[src/rtl/serial_subtractor_16_bit.sv]
// Nibble-serial 16-bit subtractor: one reused 4-bit ripple-borrow slice,
// four cycles per operation, borrow carried between nibbles in a register.
//
// state   | meaning
// --------+-----------------------------------------------------------
// ST_IDLE | waiting for start; outputs hold the last result
// ST_RUN  | one nibble per cycle, LSB nibble first, cnt selects nibble
// ST_DONE | result valid, done pulses; start here re-enters ST_RUN
module serial_subtractor_16_bit (
   input  logic        clk,
   input  logic        rst,
   input  logic        start,
   input  logic [15:0] a,
   input  logic [15:0] b,
   input  logic        bin,
   output logic        busy,
   output logic        done,
   output logic [15:0] diff,
   output logic        bout,
   output logic        ovf
);

   typedef enum logic [1:0] {ST_IDLE, ST_RUN, ST_DONE} state_t;

   state_t      state;
   logic [15:0] a_q;
   logic [15:0] b_q;
   logic [1:0]  cnt;
   logic        borrow_q;

   logic [3:0]  nib_a;
   logic [3:0]  nib_b;
   logic [3:0]  nib_d;
   logic        br_c;
   logic        nib_bout;
   logic        ovf_c;

   assign nib_a = a_q[{cnt, 2'b00} +: 4];
   assign nib_b = b_q[{cnt, 2'b00} +: 4];

   // four full-subtractor cells, borrow rippling LSB to MSB
   always_comb begin
      nib_d = 4'h0;
      br_c  = borrow_q;
      for (int i = 0; i < 4; i++) begin
         nib_d[i] = nib_a[i] ^ nib_b[i] ^ br_c;
         br_c     = (~nib_a[i] & nib_b[i]) | (~(nib_a[i] ^ nib_b[i]) & br_c);
      end
      nib_bout = br_c;
   end

   // only meaningful on the last nibble, where nib_d[3] is the result sign
   assign ovf_c = (a_q[15] != b_q[15]) && (nib_d[3] != a_q[15]);

   always_ff @(posedge clk) begin
      if (rst) begin
         state    <= ST_IDLE;
         a_q      <= 16'h0000;
         b_q      <= 16'h0000;
         cnt      <= 2'd0;
         borrow_q <= 1'b0;
         busy     <= 1'b0;
         done     <= 1'b0;
         diff     <= 16'h0000;
         bout     <= 1'b0;
         ovf      <= 1'b0;
      end else begin
         case (state)
            ST_IDLE: begin
               done <= 1'b0;
               if (start) begin
                  a_q      <= a;
                  b_q      <= b;
                  borrow_q <= bin;
                  cnt      <= 2'd0;
                  busy     <= 1'b1;
                  state    <= ST_RUN;
               end
            end
            ST_RUN: begin
               diff[{cnt, 2'b00} +: 4] <= nib_d;
               borrow_q                <= nib_bout;
               cnt                     <= cnt + 2'd1;
               if (cnt == 2'd3) begin
                  busy  <= 1'b0;
                  done  <= 1'b1;
                  bout  <= nib_bout;
                  ovf   <= ovf_c;
                  state <= ST_DONE;
               end
            end
            ST_DONE: begin
               done <= 1'b0;
               if (start) begin
                  a_q      <= a;
                  b_q      <= b;
                  borrow_q <= bin;
                  cnt      <= 2'd0;
                  busy     <= 1'b1;
                  state    <= ST_RUN;
               end else begin
                  state <= ST_IDLE;
               end
            end
            default: state <= ST_IDLE;
         endcase
      end
   end

endmodule

[config.mk]
export PLATFORM = sky130hd
export DESIGN_NAME = serial_subtractor_16_bit
export DESIGN_NICKNAME = d
export VERILOG_FILES = /design/src/rtl/serial_subtractor_16_bit.sv
export SDC_FILE = /design/constraint.sdc
export NUM_CORES = 1
export LEC_CHECK = 0
export BUFFER_PORTS_ARGS = -buffer_cell sky130_fd_sc_hd__buf_2
export CAP_MARGIN = 25
export CORE_UTILIZATION = 44
export DETAILED_ROUTE_END_ITERATION = 10
export MAX_ROUTING_LAYER = met4
export PLACE_DENSITY = 0.68
export SYNTH_ARGS = -nofsm -noshare
export SYNTH_HDL_FRONTEND = slang
export SYNTH_SLANG_ARGS = --single-unit
export TNS_END_PERCENT = 20
[constraint.sdc]
create_clock -name clk -period 6.5 [get_ports clk]
set_input_delay 0.325 -clock clk [delete_from_list [all_inputs] [get_ports clk]]
set_output_delay 0.325 -clock clk [all_outputs]
set_load 0.02 [all_outputs]
# ---- Word-level counts from Yosys, hierarchy flattened
# Index checks and enable logic that the tools add are counted.
dict set report op_classes {
  n_eq_ne 8
  n_lt_le_gt_ge 0
  bitwise 28
  shifts 4
  n_addsub 2
  n_mux 14
  reduce_logical 10
  n_mul 0
  div_mod_pow 0
}
# cell count
set op_table {}
lappend op_table {{$shiftx A16 B5 Y4} 2}
lappend op_table {{$bwmux W16} 1}
lappend op_table {{$shift A4 B6 Y16 const A} 1}
lappend op_table {{$shiftx A4 B6 Y16} 1}
lappend op_table {{$reduce_and A2 Y1} 5}
lappend op_table {{$and A1 B1 Y1} 8}
lappend op_table {{$not A1 Y1} 8}
lappend op_table {{$xor A1 B1 Y1} 8}
lappend op_table {{$mux W2} 3}
lappend op_table {{$neg A4 Y6} 1}
lappend op_table {{$pmux W1 S2} 3}
lappend op_table {{$pmux W2 S3} 1}
lappend op_table {{$mux W1} 5}
lappend op_table {{$eq A2 B2 Y1 const B} 2}
lappend op_table {{$ne A2 B2 Y1 const B} 2}
lappend op_table {{$or A1 B1 Y1} 4}
lappend op_table {{$pmux W2 S2} 1}
lappend op_table {{$reduce_and A3 Y1} 1}
lappend op_table {{$add A2 B1 Y2 const B} 1}
lappend op_table {{$eq A2 B1 Y1 const B} 1}
lappend op_table {{$logic_not A2 Y1} 1}
lappend op_table {{$ne A1 B1 Y1} 2}
lappend op_table {{$ne A2 B1 Y1 const B} 1}
lappend op_table {{$reduce_bool A2 Y1} 1}
lappend op_table {{other kinds (2)} 2}
dict set report totals {
  register_bits 57
  out_inout_bits 20
  rom_bits 0
  wordCells 76
  ram_bits 0
  latchBits 0
  n_memories 0
}

# ---- Depth between registers and ports, before layout
# Gate-level depths: netlist of the first run.
dict set report depth {
  ltp_word 12
  depth_mapped 12
  ltp_nobuf 11
}

# ---- Least setup slack after synthesis of the first run
# OpenSTA, ideal clock, no wires.
dict set report synth_path {
  path_type {register -> register}
  startpoint {register cnt[0]}
  endpoint {register ovf}
  required_ps 6414
  path_stages_with_launch 12
  arrival_time_ps 2861
  setup_slack_ps 3553
  setup_time_ps 86
  cell_sequence {dfxtp_1 -> mux4_2 -> inv_1 -> fa_1 -> inv_1 -> fa_1 -> fa_1 -> inv_1 -> fa_1 -> nor2_1 -> a21oi_1 -> a211oi_1}
}
dict set report synth_between {
  elab_chain_cells 12
}
# element line_no
set synth_lines {}
lappend synth_lines {{start: declaration} 28} ;# logic [1:0] cnt;
lappend synth_lines {{start signal: assignment} 83} ;# cnt <= cnt + 2'd1;
lappend synth_lines {{$shiftx A16 B5 Y4 (on tied branches)} {38, 39}}
lappend synth_lines {{$xor A1 B1 Y1} 47} ;# br_c = (~nib_a[i] & nib_b[i]) | (~(nib_a[i] ^ nib_b[i]) & br_c);
lappend synth_lines {{$not A1 Y1} 47}
lappend synth_lines {{$and A1 B1 Y1} 47}
lappend synth_lines {{$or A1 B1 Y1} 47}
lappend synth_lines {{$and A1 B1 Y1} 47}
lappend synth_lines {{$or A1 B1 Y1} 47}
lappend synth_lines {{$and A1 B1 Y1} 47}
lappend synth_lines {{$or A1 B1 Y1} 47}
lappend synth_lines {{$xor A1 B1 Y1} 46} ;# nib_d[i] = nib_a[i] ^ nib_b[i] ^ br_c;
lappend synth_lines {{$ne A1 B1 Y1} 53} ;# assign ovf_c = (a_q[15] != b_q[15]) && (nib_d[3] != a_q[15]);
lappend synth_lines {{$logic_and A1 B1 Y1} 53}
lappend synth_lines {{end signal: assignment} 88} ;# ovf <= ovf_c;
lappend synth_lines {{end: declaration} 20} ;# output logic ovf
# Parallel ways exist; a longest one is shown, timed or not.
# A chain may end at the register's enable or synchronous reset.

# ---- Worst setup path in the final report of the first run
# Same ends and word-level chain as after synthesis.

==> summary.md, run 1 <==
| Metric | Value |
|---|---|
| Leading area contributor after synthesis | dfxtp_1 |
| Routed WL | 5210 um |
| Post-DP HPWL | 3550 um |
| Mapped Nets | 327 |
| Worst setup endpoint | ovf |
| CTS tree | built |
| CP Launch Point | cnt[0] |
| Worst R2R End | ovf |
| Yosys warns | 0 |
| Hold path depth | 3 |
| Met1 Use GR | 0.239 |
| Site Rows | 27 |
| Clk pin slew, worst setup/hold paths | 0.06 ns |
| Aggregate global routing overflow | 0 |
| Peak Freq | 279 MHz |
| Tmin final | 3.58 ns |
| DR iter-0 viols | 102 |
| First-pass GRT wire length | 8850 um |
| Critical Path Source Type | flip-flop |
| Fin crit share | 0.551 |
| Residual DRC | 0 |
| Required time of the critical path | 6.74 ns |
| Die area | 6070 um^2 |
| Top-count cell post-synth | nand2_1 |
| 1st-pass router iterations | 4 |
| EDFF count, synth | 0 |
| Clock Skews | 0.00674 ns |
| Seq/Total Area, Yosys | 0.450 |
| GRT Util Overall | 0.198 |
| TNS Setup | 0 ns |
| Via Count | 2,051 |
| Synth Cell Area | 2540 um^2 |
| # resized after CTS | 0 |
| Critical Path AT | 3.82 ns |
| Num CTS Buffers | 9 |
| Crit. End Element | flip-flop |
| Fraction of layout cells with a size suffix above 1 | 0.254 |
| Starting Density | 0.458 |
| Post-Synthesis Cells | 281 |
| Layout area overhead | 19.9% |
| Chip Height | 77.9 um |
| Ant diodes | 0 |
| Min-Delay Path Class | in -> reg |
| Largest net degree at the start of global routing | 64 |
| Share of the synthesized area in the top cell type | 0.450 |
| Synth Area per Inst | 9.03 um^2 |
| Port bufs | 55 |
| Lkg Pwr | 1.24 nW |
| Reg2Reg Launch Point | cnt[0] |
| Post-route ant nets | 0 |
| Multi-input gate area | 1220 um^2 |
| RSZ-0062 raised after global routing | no |
| WS Path Type | reg -> reg |
| Synth Register Bits | 57 |
| Slew @ Worst Pin | 0.774 ns |
| Final setup vio count | 0 |
| H-tree depth | 3 |
| VDD IR max | 0.170 mV |
| Vias in the first global route | 1,915 |
| Cell count of the worst reg-to-reg path | 11 |
| Number of distinct library cells after synthesis | 29 |
| Max-cap viol count | 0 |
| Clock sinks | 57 |
| Horiz. Die Dim | 77.9 um |
| Commonest cells post-synth | nand2_1 (70), dfxtp_1 (57), a21oi_1 (44) |
| Fin. max-slew vios | 0 |
| GR Util met2 | 0.299 |
| Main synth FF type | dfxtp_1 |
| I/O pin count | 56 |
| Pwr/cell area | 272 nW/um^2 |
| GPL Wtd Cong | 0.753 |
| Layout filler cell count | 538 |
| Ranking of synthesized cells by area | dfxtp_1 (45%), nand2_1 (10%), a21oi_1 (8.7%) |
| Met3 usage | 0.0788 |
| Final hold vios | 0 |
| Util after Layout | 0.549 |
| Setup bufs post-CTS | 0 |
| Wire per inst | 12.8 um |
| Core area | 5540 um^2 |
| CTS hold repair buffers | 0 |
| R2r setup slk | 2.92 ns |
| Antenna violations before repair | 0 |
| Max-Slew Margin vs Limit | 0.483 |
| Asr flop ratio synth | 0 |
| Total power | 0.827 mW |
| Final #Nets | 375 |
| Root buffer cell | clkbuf_8 |
| Worst-case clock buffer depth | 2 |
| Busiest metal layer after global routing | met2 |
| Clock Latency Late Sink | 0.33 ns |
| Post-DR vias/cell | 5.05 |
| FF/Latch Area | 1140 um^2 |
| CP Max Fanout | 16 |
| Outcome | completed |
==> registers in the layout (all words and copies together), names as in the netlist <==
| register | cells |
|---|---|
| b_q | 16 |
| state | 2 |
| cnt | 2 |
| a_q | 16 |
| busy | 1 |
| borrow_q | 1 |
| diff | 16 |
| ovf | 1 |
| bout | 1 |
| done | 1 |
==> worst min-delay path by stage <==
stage / startpoint / endpoint / slack [ns]
floorplan: a_q[10] / a_q[10] / 0.43
global placement: diff[5] / diff[5] / 0.44
detailed placement: diff[5] / diff[5] / 0.45
CTS: b[12] / b_q[12] / 0.21
global route: b[7] / b_q[7] / 0.21
finish: b[12] / b_q[12] / 0.23
==> through the flow <==
step                      setup WS (ns)  instance area, um^2  hold WS, ns  instances
after floorplan                    3.55                 2540        0.433        281
after global placement             3.02                 2780        0.435        387
after detailed placement           2.91                 2800        0.445        388
after CTS                          2.86                 3010        0.208        404
after global routing               2.57                 3040        0.212        406
final                              2.92                 3040        0.229        406
==> layout by cell type (no fill, tap or decap), types with 2 or more instances in the layout <==
master    instances
nand3b_1          4
buf_8             2
a211oi_1          3
clkbuf_1          2
mux4_2            8
a21oi_1          44
nand2_1          70
dfxtp_1          57
o32ai_1           8
a32oi_1           4
nor3b_1           2
nor2_1           10
fa_1              4
buf_2            55
nand2b_1          8
ha_1              6
nand4_1           5
clkbuf_8         12
nor2b_1           3
inv_1            14
==> routing by layer <==
| metal | vias up | routed length [um] |
|---|---|---|
| met2 | 55 | 2400 |
| met5 | - | 0 |
| li1 | 1051 | - |
| met3 | 9 | 260 |
| met1 | 936 | 2470 |
| met4 | 0 | 76 |
==> critical path: stages (launching register included) <==
cell and delay [ns]:
dfxtp_1 0.82, mux4_2 0.58, inv_1 0.08, fa_1 0.17, inv_1 0.05, fa_1 0.37
fa_1 0.36, inv_1 0.07, fa_1 0.51, nor2_1 0.13, a21oi_1 0.07, a211oi_1 0.25
==> power by group <==
part	total [mW]	leakage (nW)	switching [mW]	internal (mW)
Sequential	0.380	0.465	0.0141	0.366
Combinational	0.109	0.663	0.0617	0.0478
Clock	0.337	0.107	0.129	0.208
Total	0.827	1.24	0.205	0.622
==> kinds of logic after synthesis <==
group	share of synthesized area
XOR/XNOR	0.00345
adder cells (fa/ha/maj)	0.0612
flip-flops	0.450
AO/OA/AOI/OAI	0.137
AND/OR/NAND/NOR	0.200
buffers and inverters	0.0686
multiplexers	0.0794
==> layout make-up <==
| class | count | area share |
|---|---|---|
| sequential | 57 | 0.375 |
| tap | 72 | 0.0296 |
| multi-input combinational | 189 | 0.402 |
| timing repair buffer | 58 | 0.107 |
| inverter | 14 | 0.0173 |
| clock buffer | 14 | 0.0568 |
| clock inverter | 2 | 0.0115 |
No activity file was read; power rests on OpenSTA's default activity.
==> run 2, diff against run 1 <==
--- a/config.mk
+++ b/config.mk
@@ -5,6 +5,7 @@
 export SDC_FILE = /design/constraint.sdc
 export NUM_CORES = 1
 export LEC_CHECK = 0
+export ABC_AREA = 1
 export BUFFER_PORTS_ARGS = -buffer_cell sky130_fd_sc_hd__buf_2
 export CAP_MARGIN = 25
 export CORE_UTILIZATION = 44
==> constraint.sdc (replaced) <==
create_clock -name clk -period 3.35 [get_ports clk]
set_input_delay 0.1675 -clock clk [delete_from_list [all_inputs] [get_ports clk]]
set_output_delay 0.1675 -clock clk [all_outputs]
set_load 0.02 [all_outputs]
==> run 2 against run 1 <==
Compared with the run above: synthesized area up 0.44%; register-to-register slack worse by 2.5 ns; total power up 100%; clock skew down 0.00085 ns; die area up 0.44%; clock power up 87%; worst setup slack worse by 2.5 ns; first-iteration DRC count down 23%.
==> summary.md, run 2 <==
| Metric | Value |
|---|---|
| Required time of the critical path | 3.62 ns |
| Total power | 1.67 mW |
| Final WS setup | 0.403 ns |
| Layout area overhead | 20.0% |
| Reg2Reg Launch Point | cnt[0] |
| Clock Latency Late Sink | 0.34 ns |
| Fraction of layout cells with a size suffix above 1 | 0.190 |
| Max-cap viol count | 0 |
| Commonest cells post-synth | nor2_1 (109), dfxtp_1 (57), o21ai_0 (57) |
| CTS tree | built |
| Antenna violations before repair | 0 |
| I/O pin count | 56 |
| Mapped Nets | 405 |
| GRT Util Overall | 0.208 |
| Synth Register Bits | 57 |
| H-tree depth | 3 |
| GPL Wtd Cong | 0.797 |
| Vias in the first global route | 2,164 |
| Post-DP HPWL | 4090 um |
| Met3 usage | 0.0512 |
| Max-Slew Margin vs Limit | 0.395 |
| Hold path startpoint | b[12] |
| Slew @ Worst Pin | 0.906 ns |
| Pwr/cell area | 545 nW/um^2 |
| Horiz. Die Dim | 78.1 um |
| Final setup vio count | 0 |
| Post-DR vias/cell | 4.78 |
| Routed WL | 5630 um |
| Root buffer cell | clkbuf_8 |
| Post-route ant nets | 0 |
| Wire per inst | 11.5 um |
| Critical Path Source Type | flip-flop |
| CP Launch Point | cnt[0] |
| Setup bufs post-CTS | 0 |
| Via Count | 2,333 |
| Worst-case clock buffer depth | 2 |
| Synth Area per Inst | 7.10 um^2 |
| Peak Freq | 339 MHz |
| # resized after CTS | 0 |
| Final hold vios | 0 |
| RSZ-0062 raised after global routing | no |
| Asr flop ratio synth | 0 |
| Clk pin slew, worst setup/hold paths | 0.06 ns |
| Core area | 5540 um^2 |
| Main synth FF type | dfxtp_1 |
| Most frequent cells in the layout | nor2_1 (109), o21ai_0 (57), dfxtp_1 (57) |
| GR Util met2 | 0.325 |
| Slowest cell delay on critical path | 0.47 ns |
| Met1 Use GR | 0.249 |
| DR iter-0 viols | 79 |
| Slowest CP cell | fa_1 |
| Port bufs | 55 |
| Top cell by count, worst path | fa_1 |
| Synth Cell Area | 2550 um^2 |
| Clock sinks | 57 |
| Leading area contributor after synthesis | dfxtp_1 |
| Tmin final | 2.95 ns |
| WS Path Type | reg -> reg |
| Share of the synthesized area in the top cell type | 0.448 |
| VDD IR max | 0.349 mV |
| Clock Skews | 0.00589 ns |
| First-pass GRT wire length | 9400 um |
| EDFF count, synth | 0 |
| Most common cell after layout, fill and taps aside | nor2_1 |
| CTS hold repair buffers | 0 |
| Placed cell area | 2860 um^2 |
| Critical Path, Cell by Cell | buf_4 > o21ai_0 > nor2_1 > a21oi_1 > fa_1 > inv_1 > fa_1 > fa_1 > inv_1 > fa_1 > nor2_1 > nand2_1 > inv_1 > nand2_1 > a21oi_1 |
| Site Rows | 27 |
| Residual DRC | 0 |
| 1st-pass router iterations | 4 |
| Critical Path AT | 3.21 ns |
| Top flop regs | a_q (16), b_q (16), diff (16) |
| Lkg Pwr | 1.43 nW |
| Number of distinct library cells after synthesis | 19 |
| Yosys warns | 0 |
| Num CTS Buffers | 9 |
| Die area | 6100 um^2 |
| Aggregate global routing overflow | 0 |
| Busiest metal layer after global routing | met2 |
| R2r setup slk | 0.40 ns |
| Fin. max-slew vios | 0 |
| Seq/Total Area, Yosys | 0.448 |
| Chip Height | 78.1 um |
| TNS Setup | 0 ns |
| Hold slack | 0.0742 ns |
| Largest net degree at the start of global routing | 42 |
| Fin crit share | 0.880 |
| Min-Delay Path Class | in -> reg |
| Outcome | completed |
| Ant diodes | 0 |
| Post-Synthesis Cells | 359 |
| Crit. End Element | flip-flop |
| Top-count cell post-synth | nor2_1 |
| Ranking of synthesized cells by area | dfxtp_1 (45%), nor2_1 (16%), o21ai_0 (11%) |
| Final instance area | 3060 um^2 |
| Final #Nets | 458 |
| Worst slack, placed | 0.420 ns |
| CP Max Fanout | 16 |
| Starting Density | 0.460 |
-- run 2: cell types whose count changed in the layout (fill, tap and decap cells not counted), moves of 5 or more --
cell / delta
nor2_1: +99
o32ai_1: -8
nand3_1: +6
nand2_1: -32
nand2b_1: -8
a21oi_1: -22
inv_1: +12
buf_4: +5
o21ai_0: +57
mux4_2: -8
-- run 2: where the power goes --
part,internal [mW],switching [mW],leakage (nW)
logic,0.108,0.182,0.859
registers,0.722,0.0253,0.468
clock network,0.377,0.253,0.102
-- run 2: final timing paths --
path | depth (start not counted) | endpoint
worst max-delay path | 15 | diff[15]
worst min-delay path | 3 | b_q[12]
worst max register to register | 15 | diff[15]
worst min register to register | 2 | diff[14]
-- run 2: area by class of cell --
| type | instances | area, um^2 |
|---|---|---|
| Timing Repair Buffer | 60 | 313 |
| Inverter | 30 | 113 |
| Sequential cell | 57 | 1140 |
| Fill cell | 575 | 2480 |
| Multi-Input combinational cell | 254 | 1210 |
| Tap cell | 72 | 90.1 |
| Clock inverter | 3 | 40.0 |
| Clock buffer | 12 | 155 |
-- run 2: cells by family (layout without fill, tap and decap cells) --
group	Yosys count	count (layout)	synth area share
simple gates	161	161	0.248
compound gates	83	83	0.165
flops	57	57	0.448
buf+inv	48	105	0.0786
fa+ha+maj	10	10	0.0609
-- run 2: through the flow --
| stage | instances | util |
|---|---|---|
| 6_report | 488 | 0.552 |
| 5_1_grt | 488 | 0.552 |
| 4_1_cts | 488 | 0.552 |
| 3_5_place_dp | 473 | 0.517 |
| 3_3_place_gp | 473 | 0.517 |
| 2_1_floorplan | 359 | - |
-- run 2: critical path, delay by kind of cell, from the launching register on --
family,cells,cell delay (ns)
flops,1,0.32
buf+inv,4,0.35
simple gates,4,0.36
compound gates,3,0.44
fa+ha+maj,4,1.39
-- run 2: per-layer routing --
metal / wire length [um] / vias to the layer above
met2: 2540 / 58
met3: 243 / 10
met5: 0 / -
li1: - / 1244
met4: 124 / 0
met1: 2720 / 1021
==> run 3, diff against run 2 <==
--- a/config.mk
+++ b/config.mk
@@ -6,12 +6,13 @@
 export NUM_CORES = 1
 export LEC_CHECK = 0
 export ABC_AREA = 1
-export BUFFER_PORTS_ARGS = -buffer_cell sky130_fd_sc_hd__buf_2
 export CAP_MARGIN = 25
 export CORE_UTILIZATION = 44
+export CTS_BUF_LIST = sky130_fd_sc_hd__clkbuf_4
 export DETAILED_ROUTE_END_ITERATION = 10
+export DONT_BUFFER_PORTS = 1
 export MAX_ROUTING_LAYER = met4
-export PLACE_DENSITY = 0.68
+export PLACE_DENSITY = 0.6
 export SYNTH_ARGS = -nofsm -noshare
 export SYNTH_HDL_FRONTEND = slang
 export SYNTH_SLANG_ARGS = --single-unit
==> constraint.sdc (replaced) <==
create_clock -name clk -period 3.4 [get_ports clk]
set_input_delay 0.17 -clock clk [delete_from_list [all_inputs] [get_ports clk]]
set_output_delay 0.17 -clock clk [all_outputs]
set_load 0.02 [all_outputs]
==> run 3 against run 2 <==
Compared with the run above: global-route usage is 0.65 points higher; die area stayed put; register-to-register slack worse by 0.11 ns; largest cell class unchanged; combinational power is 2% lower; clock-buffer cell count is 2 lower; hold slack worse by 0.045 ns; via count is 1.4% lower; cell area is 0.61% higher; non-clock buffer count is 20 lower; routed wire length is 3.0% higher.
==> summary.md, run 3 (synthesis gave the netlist of run 2 again) <==
| Metric | Value |
|---|---|
| Post-DP HPWL | 3930 um |
| CP Max Fanout | 17 |
| Final #Nets | 438 |
| Reg2Reg Launch Point | cnt[0] |
| Critical Path, Cell by Cell | inv_1 > buf_4 > o21ai_0 > o22ai_1 > fa_1 > inv_1 > fa_1 > fa_1 > inv_1 > fa_1 > nor2_1 > nand2_1 > nor2_1 > nor2_1 > nor2_1 |
| Largest net degree at the start of global routing | 42 |
| 1st-pass router iterations | 4 |
| Aggregate global routing overflow | 0 |
| Ant diodes | 0 |
| Antenna violations before repair | 0 |
| Layout area overhead | 20.8% |
| Clk pin slew, worst setup/hold paths | 0.09 ns |
| TNS Setup | 0 ns |
| Fin. max-slew vios | 0 |
| Num CTS Buffers | 9 |
| Clock Skews | 0.00973 ns |
| Worst-case clock buffer depth | 2 |
| Fin crit share | 0.912 |
| Wire per inst | 12.4 um |
| Peak Freq | 322 MHz |
| Die area | 6100 um^2 |
| Post-route ant nets | 0 |
| Vias in the first global route | 2,150 |
| Crit. End Element | flip-flop |
| Outcome | completed |
| Pwr/cell area | 484 nW/um^2 |
| Residual DRC | 0 |
| CP Launch Point | cnt[0] |
| Horiz. Die Dim | 78.1 um |
| Setup bufs post-CTS | 0 |
| Most frequent cells in the layout | nor2_1 (109), o21ai_0 (57), dfxtp_1 (56) |
| Slowest CP cell | fa_1 |
| Site Rows | 27 |
| Critical Path Source Type | flip-flop |
| Port bufs | 0 |
| CTS tree | built |
| First-pass GRT wire length | 9750 um |
| Lkg Pwr | 1.31 nW |
| Chip Height | 78.1 um |
| Root buffer cell | clkbuf_4 |
| Clock Latency Late Sink | 0.40 ns |
| Hold slack | 0.0296 ns |
| RSZ-0062 raised after global routing | no |
| DR iter-0 viols | 110 |
| Most common cell after layout, fill and taps aside | nor2_1 |
| Final hold vios | 0 |
| Top flop regs | a_q (16), b_q (16), diff (16) |
| Required time of the critical path | 3.73 ns |
| Slew @ Worst Pin | 0.614 ns |
| Critical Path AT | 3.44 ns |
| GRT Util Overall | 0.215 |
| Max-Slew Margin vs Limit | 0.590 |
| Min-Delay Path Class | in -> reg |
| Via Count | 2,300 |
| Fraction of layout cells with a size suffix above 1 | 0.0657 |
| Hold path startpoint | bin |
| Slowest cell delay on critical path | 0.48 ns |
| WS Path Type | reg -> reg |
| GPL Wtd Cong | 0.889 |
| I/O pin count | 56 |
| Final setup vio count | 0 |
| Tmin final | 3.10 ns |
| CP Buf/Inv Count | 4 |
| Starting Density | 0.460 |
| Crit path max-delay family | adder cells |
| VDD IR max | 0.290 mV |
| Max-cap viol count | 0 |
| Final Non-Filler Cells | 468 |
| H-tree depth | 3 |
| Total power | 1.49 mW |
| Post-DR vias/cell | 4.91 |
| DP Cell Count | 419 |
| Routed WL | 5800 um |
| Clock sinks | 57 |
| Core area | 5540 um^2 |
==> run 3: tightest hold or removal path, delay by kind of cell <==
kind             cells  cell delay (ns)
and+or+nand+nor      4             0.22
==> run 3: cell type report <==
cell class / instances / area [um^2]
clock buffers: 10 / 75.1
clock inverters: 5 / 47.5
fillers: 565 / 2460
inverters: 30 / 113
multi-input cells: 254 / 1210
flip-flops and latches: 57 / 1140
well taps: 72 / 90.1
repair buffers: 40 / 403
==> run 3: layer usage <==
layer	vias up	track usage	routed length, um	share of wire
met1	1011	0.247	2530	0.44
met4	0	0.0907	139	0.024
met5	-	-	0	0
li1	1211	-	-	-
met2	64	0.345	2810	0.48
met3	14	0.0698	323	0.056
==> run 3: what timing repair did <==
action | 4_1_cts | 5_1_grt
setup endpoints to repair | 0 | 2
gates resized for setup | 0 | 1
endpoints found under the hold margin | 49 | 0
hold buffers | 33 | 0
==> run 3: path summary, 6_finish.rpt <==
check,to,slack (ns),cells after the start
hold / removal,borrow_q,0.03,4
setup reg to reg,diff[7],0.30,15
setup / recovery,diff[7],0.30,15
hold reg to reg,a_q[3],0.47,2
==> run 3: power by group <==
group | switching [mW] | internal [mW] | total (mW) | leakage [nW]
registers | 0.0383 | 0.710 | 0.749 | 0.469
clock network | 0.236 | 0.221 | 0.457 | 0.0711
logic | 0.166 | 0.118 | 0.284 | 0.766
==> run 3: per-stage QoR <==
stage	cell area (um^2)	util	worst slack (ns)
floorplan	2550	-	0.410
global placement	2590	0.468	0.353
detailed placement	2590	0.468	0.247
CTS	3050	0.550	0.213
global route	3080	0.555	0.0384
finish	3080	0.555	0.298
